## config.mk

```make
export PLATFORM = sky130hd
export DESIGN_NAME = slot_payout_engine_flat
export DESIGN_NICKNAME = d
export VERILOG_FILES = /design/src/rtl/slot_payout_engine_pkg.sv /design/src/rtl/slot_payout_engine_if.sv /design/src/rtl/slot_payout_engine_reel_match_counter.sv /design/src/rtl/slot_payout_engine.sv /design/src/flat_wrapper.sv
export SDC_FILE = /design/constraint.sdc
export NUM_CORES = 1
export LEC_CHECK = 0
export ABC_AREA = 1
export CAP_MARGIN = 10
export CORE_UTILIZATION = 30
export DETAILED_ROUTE_END_ITERATION = 16
export PLACE_DENSITY_LB_ADDON = 0.08
export RECOVER_POWER = 25
export SLEW_MARGIN = 20
export SYNTH_ARGS = -nofsm -noshare
export SYNTH_HDL_FRONTEND = slang
export SYNTH_HIERARCHICAL = 1
export SYNTH_SLANG_ARGS = --single-unit
export TNS_END_PERCENT = 5
```

## constraint.sdc

```tcl
create_clock -name clk -period 4.5 [get_ports clk]
set_input_delay 0.675 -clock clk [delete_from_list [all_inputs] [get_ports clk]]
set_output_delay 0.675 -clock clk [all_outputs]
set_load 0.01 [all_outputs]
```

## src/rtl/slot_payout_engine_pkg.sv

```systemverilog
// Shared types, default parameters and the multiplier rule table for the slot payout engine.
package slot_pkg;

  localparam int DEF_N_REELS      = 3;
  localparam int DEF_SYM_W        = 3;
  localparam int DEF_BET_W        = 4;
  localparam int DEF_MULT_W       = 3;
  localparam int DEF_CREDIT_W     = 12;
  localparam int DEF_JACKPOT_SYM  = 7;
  localparam int DEF_ALL_MULT     = 4;
  localparam int DEF_JACKPOT_MULT = 7;
  localparam int DEF_INIT_CREDITS = 0;

  typedef enum logic [1:0] {
    IDLE = 2'd0,
    SCAN = 2'd1,
    PAY  = 2'd2
  } state_t;

  // Largest matching group -> multiplier; the trailing arguments let an
  // instance with overridden parameters reuse the same rule.
  function automatic int mult_of(
    input int best_cnt,
    input int best_sym,
    input int n_reels      = DEF_N_REELS,
    input int jackpot_sym  = DEF_JACKPOT_SYM,
    input int all_mult     = DEF_ALL_MULT,
    input int jackpot_mult = DEF_JACKPOT_MULT
  );
    if (best_cnt == n_reels && best_sym == jackpot_sym) return jackpot_mult;
    if (best_cnt == n_reels)                            return all_mult;
    if (best_cnt >= 2)                                  return best_cnt - 1;
    return 0;
  endfunction

endpackage

```

## src/rtl/slot_payout_engine_if.sv

```systemverilog
// Spin/credit bus between the reel controller, the payout engine and the credit display.
interface slot_payout_engine_if
  import slot_pkg::*;
#(
  parameter int N_REELS  = DEF_N_REELS,
  parameter int SYM_W    = DEF_SYM_W,
  parameter int BET_W    = DEF_BET_W,
  parameter int MULT_W   = DEF_MULT_W,
  parameter int CREDIT_W = DEF_CREDIT_W
) ();

  // Handshake: start is a level request sampled only while the engine is idle
  // (busy=0); each sampled start yields exactly one of reject (refused, same
  // cycle after the edge) or, N_REELS+1 edges later, done. start while busy is
  // dropped silently. cards_in/bet need only be valid on the accepting edge.
  logic                        start;
  logic [N_REELS*SYM_W-1:0]    cards_in;
  logic [BET_W-1:0]            bet;
  logic                        coin;
  logic                        busy;
  logic [MULT_W-1:0]           multiplier;
  logic [CREDIT_W-1:0]         payout;
  logic [CREDIT_W-1:0]         credits;
  logic                        done;
  logic                        reject;
  state_t                      state_dbg;

  modport master (
    output start, cards_in, bet, coin,
    input  busy, multiplier, payout, credits, done, reject, state_dbg
  );

  modport slave (
    input  start, cards_in, bet, coin,
    output busy, multiplier, payout, credits, done, reject, state_dbg
  );

endinterface

```

## src/rtl/slot_payout_engine_reel_match_counter.sv

```systemverilog
// Counts how many reels show the same symbol as reel idx (idx itself included).
module reel_match_counter #(
  parameter int N_REELS = 3,
  parameter int SYM_W   = 3,
  parameter int IDX_W   = $clog2(N_REELS),
  parameter int CNT_W   = $clog2(N_REELS + 1)
) (
  input  logic [N_REELS*SYM_W-1:0] cards,
  input  logic [IDX_W-1:0]         idx,
  output logic [CNT_W-1:0]         cnt
);

  logic [SYM_W-1:0] ref_sym;

  assign ref_sym = cards[int'(idx)*SYM_W +: SYM_W];

  always_comb begin
    cnt = '0;
    for (int j = 0; j < N_REELS; j++) begin
      if (cards[j*SYM_W +: SYM_W] == ref_sym) cnt = cnt + CNT_W'(1);
    end
  end

endmodule

```

## src/rtl/slot_payout_engine.sv

```systemverilog
// Sequential slot evaluator: scans one reel per cycle for the largest match group,
// pays bet*multiplier into a saturating credit balance, and accepts coin pulses.
module slot_payout_engine
  import slot_pkg::*;
#(
  parameter int N_REELS      = DEF_N_REELS,
  parameter int SYM_W        = DEF_SYM_W,
  parameter int BET_W        = DEF_BET_W,
  parameter int MULT_W       = DEF_MULT_W,
  parameter int CREDIT_W     = DEF_CREDIT_W,
  parameter int JACKPOT_SYM  = DEF_JACKPOT_SYM,
  parameter int ALL_MULT     = DEF_ALL_MULT,
  parameter int JACKPOT_MULT = DEF_JACKPOT_MULT,
  parameter int INIT_CREDITS = DEF_INIT_CREDITS
) (
  input logic clk,
  input logic rst,
  slot_payout_engine_if.slave bus
);

  localparam int IDX_W  = $clog2(N_REELS);
  localparam int CNT_W  = $clog2(N_REELS + 1);
  localparam int PROD_W = BET_W + MULT_W;
  // Wide enough that credits+payout+coin cannot wrap before saturation.
  localparam int EXT_W  = ((PROD_W > CREDIT_W) ? PROD_W : CREDIT_W) + 2;
  localparam logic [EXT_W-1:0] CREDIT_MAX = EXT_W'({CREDIT_W{1'b1}});

  state_t                   state_q, state_d;
  logic [IDX_W-1:0]         idx_q, idx_d;
  logic [CNT_W-1:0]         best_cnt_q, best_cnt_d;
  logic [SYM_W-1:0]         best_sym_q, best_sym_d;
  logic [N_REELS*SYM_W-1:0] cards_q, cards_d;
  logic [BET_W-1:0]         bet_q, bet_d;
  logic [CREDIT_W-1:0]      credits_q, credits_d;
  logic [MULT_W-1:0]        mult_q, mult_d;
  logic [CREDIT_W-1:0]      payout_q, payout_d;
  logic                     done_q, done_d;
  logic                     reject_q, reject_d;

  logic [CNT_W-1:0]         cnt;
  logic [SYM_W-1:0]         cur_sym;
  logic [MULT_W-1:0]        mult_now;
  logic [PROD_W-1:0]        prod;
  logic [EXT_W-1:0]         prod_sat;
  logic [EXT_W-1:0]         credits_ext, bet_ext, coin_ext;

  function automatic logic [CREDIT_W-1:0] sat_credit(input logic [EXT_W-1:0] v);
    return (v > CREDIT_MAX) ? CREDIT_MAX[CREDIT_W-1:0] : v[CREDIT_W-1:0];
  endfunction

  reel_match_counter #(
    .N_REELS (N_REELS),
    .SYM_W   (SYM_W),
    .IDX_W   (IDX_W),
    .CNT_W   (CNT_W)
  ) u_match (
    .cards (cards_q),
    .idx   (idx_q),
    .cnt   (cnt)
  );

  assign cur_sym     = cards_q[int'(idx_q)*SYM_W +: SYM_W];
  assign mult_now    = MULT_W'(mult_of(int'(best_cnt_q), int'(best_sym_q),
                                       N_REELS, JACKPOT_SYM, ALL_MULT, JACKPOT_MULT));
  assign prod        = {{MULT_W{1'b0}}, bet_q} * {{BET_W{1'b0}}, mult_now};
  assign prod_sat    = (EXT_W'(prod) > CREDIT_MAX) ? CREDIT_MAX : EXT_W'(prod);
  assign credits_ext = EXT_W'(credits_q);
  assign bet_ext     = EXT_W'(bus.bet);
  assign coin_ext    = EXT_W'(bus.coin);

  always_comb begin
    state_d    = state_q;
    idx_d      = idx_q;
    best_cnt_d = best_cnt_q;
    best_sym_d = best_sym_q;
    cards_d    = cards_q;
    bet_d      = bet_q;
    mult_d     = mult_q;
    payout_d   = payout_q;
    done_d     = 1'b0;
    reject_d   = 1'b0;
    credits_d  = sat_credit(credits_ext + coin_ext);

    case (state_q)
      IDLE: begin
        if (bus.start) begin
          if (bus.bet != '0 && credits_ext >= bet_ext) begin
            cards_d    = bus.cards_in;
            bet_d      = bus.bet;
            idx_d      = '0;
            best_cnt_d = '0;
            best_sym_d = '0;
            // bet >= 1 here, so the coin can never push this past the maximum.
            credits_d  = CREDIT_W'(credits_ext - bet_ext + coin_ext);
            state_d    = SCAN;
          end else begin
            reject_d = 1'b1;
          end
        end
      end
      SCAN: begin
        // Strict compare keeps the lowest reel index on ties.
        if (cnt > best_cnt_q) begin
          best_cnt_d = cnt;
          best_sym_d = cur_sym;
        end
        idx_d = idx_q + IDX_W'(1);
        if (idx_q == IDX_W'(N_REELS - 1)) state_d = PAY;
      end
      PAY: begin
        mult_d    = mult_now;
        payout_d  = prod_sat[CREDIT_W-1:0];
        credits_d = sat_credit(credits_ext + prod_sat + coin_ext);
        done_d    = 1'b1;
        state_d   = IDLE;
      end
      default: state_d = IDLE;
    endcase
  end

  always_ff @(posedge clk or posedge rst) begin
    if (rst) begin
      state_q    <= IDLE;
      idx_q      <= '0;
      best_cnt_q <= '0;
      best_sym_q <= '0;
      cards_q    <= '0;
      bet_q      <= '0;
      credits_q  <= CREDIT_W'(INIT_CREDITS);
      mult_q     <= '0;
      payout_q   <= '0;
      done_q     <= 1'b0;
      reject_q   <= 1'b0;
    end else begin
      state_q    <= state_d;
      idx_q      <= idx_d;
      best_cnt_q <= best_cnt_d;
      best_sym_q <= best_sym_d;
      cards_q    <= cards_d;
      bet_q      <= bet_d;
      credits_q  <= credits_d;
      mult_q     <= mult_d;
      payout_q   <= payout_d;
      done_q     <= done_d;
      reject_q   <= reject_d;
    end
  end

  assign bus.busy       = (state_q != IDLE);
  assign bus.multiplier = mult_q;
  assign bus.payout     = payout_q;
  assign bus.credits    = credits_q;
  assign bus.done       = done_q;
  assign bus.reject     = reject_q;
  assign bus.state_dbg  = state_q;

endmodule

```

## src/flat_wrapper.sv

```systemverilog
// flat-port wrapper written by rule: the top's interface ports become plain ports
module slot_payout_engine_flat import slot_pkg::*;
#(
  parameter int N_REELS      = DEF_N_REELS,
  parameter int SYM_W        = DEF_SYM_W,
  parameter int BET_W        = DEF_BET_W,
  parameter int MULT_W       = DEF_MULT_W,
  parameter int CREDIT_W     = DEF_CREDIT_W,
  parameter int JACKPOT_SYM  = DEF_JACKPOT_SYM,
  parameter int ALL_MULT     = DEF_ALL_MULT,
  parameter int JACKPOT_MULT = DEF_JACKPOT_MULT,
  parameter int INIT_CREDITS = DEF_INIT_CREDITS
)
  (clk, rst, bus_start, bus_cards_in, bus_bet, bus_coin, bus_busy, bus_multiplier, bus_payout, bus_credits, bus_done, bus_reject, bus_state_dbg);
  slot_payout_engine_if #(.N_REELS(N_REELS), .SYM_W(SYM_W), .BET_W(BET_W), .MULT_W(MULT_W), .CREDIT_W(CREDIT_W)) bus_i ();
  input logic clk;
  input logic rst;
  input wire logic [$bits(bus_i.start)-1:0] bus_start;
  input wire logic [$bits(bus_i.cards_in)-1:0] bus_cards_in;
  input wire logic [$bits(bus_i.bet)-1:0] bus_bet;
  input wire logic [$bits(bus_i.coin)-1:0] bus_coin;
  output wire logic [$bits(bus_i.busy)-1:0] bus_busy;
  output wire logic [$bits(bus_i.multiplier)-1:0] bus_multiplier;
  output wire logic [$bits(bus_i.payout)-1:0] bus_payout;
  output wire logic [$bits(bus_i.credits)-1:0] bus_credits;
  output wire logic [$bits(bus_i.done)-1:0] bus_done;
  output wire logic [$bits(bus_i.reject)-1:0] bus_reject;
  output wire logic [$bits(bus_i.state_dbg)-1:0] bus_state_dbg;
  assign bus_i.start = bus_start;
  assign bus_i.cards_in = bus_cards_in;
  assign bus_i.bet = bus_bet;
  assign bus_i.coin = bus_coin;
  assign bus_busy = bus_i.busy;
  assign bus_multiplier = bus_i.multiplier;
  assign bus_payout = bus_i.payout;
  assign bus_credits = bus_i.credits;
  assign bus_done = bus_i.done;
  assign bus_reject = bus_i.reject;
  assign bus_state_dbg = bus_i.state_dbg;
  slot_payout_engine #(.N_REELS(N_REELS), .SYM_W(SYM_W), .BET_W(BET_W), .MULT_W(MULT_W), .CREDIT_W(CREDIT_W), .JACKPOT_SYM(JACKPOT_SYM), .ALL_MULT(ALL_MULT), .JACKPOT_MULT(JACKPOT_MULT), .INIT_CREDITS(INIT_CREDITS)) u_core (.clk(clk), .rst(rst), .bus(bus_i));
endmodule
```

==> results.txt <==
Run status - finished, violations left
Violated checks - max-capacitance violations, max-slew violations
Hold Path Class - flip-flop to flip-flop
Critical path startpoint category - flip-flop
Post-Synth XOR/XNOR Area - 3.31%
Asr flop ratio synth - 100%
Yosys cell types - 35
CTS Sinks - 46
DRC Markers - 0
Share of layout cells above drive strength 1 - 5.31%
Post-synth top area cell - dfrtp_1
Most used DFF post-synth - dfrtp_1
First DRT Iteration DRCs - 215
Post_cts resized - 0
Post-CTS Hold Buffers - 0
Final Cell Area - 5270 um2
Vias in the first global route - 4078
Post-DR wirelength/cell - 14.1 um
Root Buffer - clkbuf_16
Post-CTS setup buffer count - 0
Final core occ - 36.1%
Required @ worst endpoint - 4.68 ns
Starting Density - 30.9%
Min cycle time layout - 3.90 ns
Initial DRT Pass Iterations - 5
First-pass GRT wire length - 20800 um
CP max stage delay - 0.49 ns
Post-synth EDFFs - 0
Die W - 125 um
Fillers - 1571
Worst-margin pin slew - 2.65 ns
Ant diodes - 0
Main combinational cell family by area after synthesis - simple AND/OR/NAND/NOR gates
Core ar. - 14600 um2
Via count - 4259
Post-Route WL - 12700 um
Final worst slack - 0.603 ns
CP Class - flip-flop to flip-flop
Post-synthesis compound-gate area fraction - 7.89%
Hold slack - 0.469 ns
Total Neg Setup Slack - 0 ns
Critical path endpoint category - flip-flop
GRT Util Overall - 16.8%
ANT nets after route - 0
Via/cell ratio - 4.74
Crit path top cell by count - inv_1
Syn_area_per_cell - 6.70 um2
Clock skew - 0.00596 ns
Crit path cell chain - inv_1 -> nor3_1 -> inv_1 -> a21oi_1 -> nand2_1 -> fa_1 -> inv_1 -> ha_1 -> fa_1 -> nand3_1 -> nand2_1 -> ha_1 -> nand2_1 -> inv_1 -> a22oi_1 -> nand2_2 -> nand3_2 -> inv_1 -> o21ai_0 -> nand3_1
CTS Buf Count - 5
Die Area - 15500 um2
Routability cong. - 0.875
Fmax - 0.257 GHz
Design Power - 3.81 mW
Crit path DAT - 4.07 ns
HPWL Detailed - 10200 um
Max Root-Sink Buffers - 2
Crit path max-delay family - adder cells
Synth Area in Simple Gates - 35.8%
Critical-path top delay cell - fa_1
RSZ-0062 raised after global routing - false
Syn. warnings - 6
Final Cycle Share - 86.6%
MaxCap Viol Count - 1
PD cells - 723 nW/um2
Synthesis-to-finish area growth - 16.9%
Nets - 786
VDD IR max - 0.266 mV
Clk Latency, worst-skew pair - 0.30 ns
# H-tree levels - 2
Placed cells - 891
Number of port buffers - 43
Commonest non-fill, non-tap cells in the layout - 220 x nand2_1, 100 x inv_1, 72 x nand3_1, 48 x ha_1, 46 x dfrtp_1
Post-synthesis adder-cell area fraction - 16.4%
Final hold vios - 0
Initial antenna violation count - 0
CTS clk-pin slew, worst paths - 0.07 ns
Synth top area share - 25.6%
Cell area after synthesis - 4500 um2
Grt ovf - 0
Sequential fraction of the synthesis area - 25.6%
Final Slew Violations - 47
Rel. slew slack - -76.6%
Final setup violation count - 0
Die height - 125 um
CTS tree - done
Multiplexer share of the synthesized area - 0%
Post-synthesis cell count - 672
Row count - 44
CP max FO - 10
Final cell count without fillers - 899
Commonest non-fill, non-tap cell in the layout - nand2_1
Yosys reg bits - 46
Largest net degree at the start of global routing - 47
Top cells by area, synth - dfrtp_1 26%, nand2_1 18%, ha_1 13%
Setup WS pre-CTS - 0.582 ns
LEAKAGE - 2.84 nW
Placement Cell Area - 5110 um2
Top Ports - 49
Worst Path Buf+Inv - 5
worst register-to-register path: stages, from the launching register on:
cell     delay (ns)
dfrtp_1        0.33
inv_1          0.05
nor3_1         0.22
inv_1          0.13
a21oi_1        0.23
nand2_1        0.10
fa_1           0.49
inv_1          0.04
ha_1           0.21
fa_1           0.40
nand3_1        0.10
nand2_1        0.08
ha_1           0.34
nand2_1        0.11
inv_1          0.04
a22oi_1        0.21
nand2_2        0.12
nand3_2        0.20
inv_1          0.08
o21ai_0        0.18
nand3_1        0.11
kinds of logic after synthesis:
logic type,count (synthesis)
flip-flops,46
buffers and inverters,122
XOR/XNOR,17
AND/OR/NAND/NOR,367
adder cells (fa/ha/maj),55
other,1
AO/OA/AOI/OAI,64
layer usage:
metal	vias up	routed length [um]	share of wire, %	global-route usage, %
li1	2205	-	-	-
met5	-	0	0	0
met1	1981	6530	51	24.1
met3	6	522	4.1	2.62
met4	0	107	0.84	3.40
met2	67	5540	44	26.5
final timing paths:
kind / start / endpoint / slack (ns) / depth (start not counted)
worst max-delay path: u_core/best_sym_q[0] / u_core/bus.credits[1] / 0.60 / 20
worst min-delay path: u_core/bus.payout[2] / u_core/bus.payout[2] / 0.47 / 2
min in group asynchronous: rst / u_core/bus.multiplier[2] / 1.81 / 3
worst min register to register: u_core/bus.payout[2] / u_core/bus.payout[2] / 0.47 / 2
max in group asynchronous: rst / u_core/bus.credits[2] / 1.18 / 3
worst max register to register: u_core/best_sym_q[0] / u_core/bus.credits[1] / 0.60 / 20
final cells by class:
cell class	instances	area (um2)	share of cell area, %
multi-input combinational	508	2880	54.6
sequential	46	1150	21.9
timing repair buffer	45	438	8.31
inverter	108	405	7.70
tap	184	230	4.37
clock buffer	6	129	2.45
clock inverter	2	37.5	0.713
Yosys cell counts, types with 4 or more instances:
cell	n
dfrtp_1	46
buf_4	8
o21ai_0	21
fa_1	7
nor2_1	37
nand2_1	220
nand3_2	5
nand4_1	10
inv_1	101
o21bai_1	4
a21oi_1	24
nand3_1	72
inv_2	7
xor2_1	15
nand2_2	4
o21ai_1	6
ha_1	48
nor3_1	4
sequential cells by signal, indices dropped and copies added (netlist names):
name / flops
u_core/bus.credits: 12
u_core/cards_q: 9
u_core/bus.payout: 7
u_core/bet_q: 4
u_core/best_sym_q: 3
u_core/bus.multiplier: 3
u_core/best_cnt_q: 2
u_core/bus.state_dbg: 2
u_core/idx_q: 2
u_core/bus.done: 1
u_core/bus.reject: 1
power breakdown:
group	leakage (nW)	internal [mW]	switching, mW
clock	0.0771	0.263	0.170
sequential	0.590	0.578	0.266
combinational	2.17	0.966	1.56
Note: power is estimated with default switching activity, not from simulation.
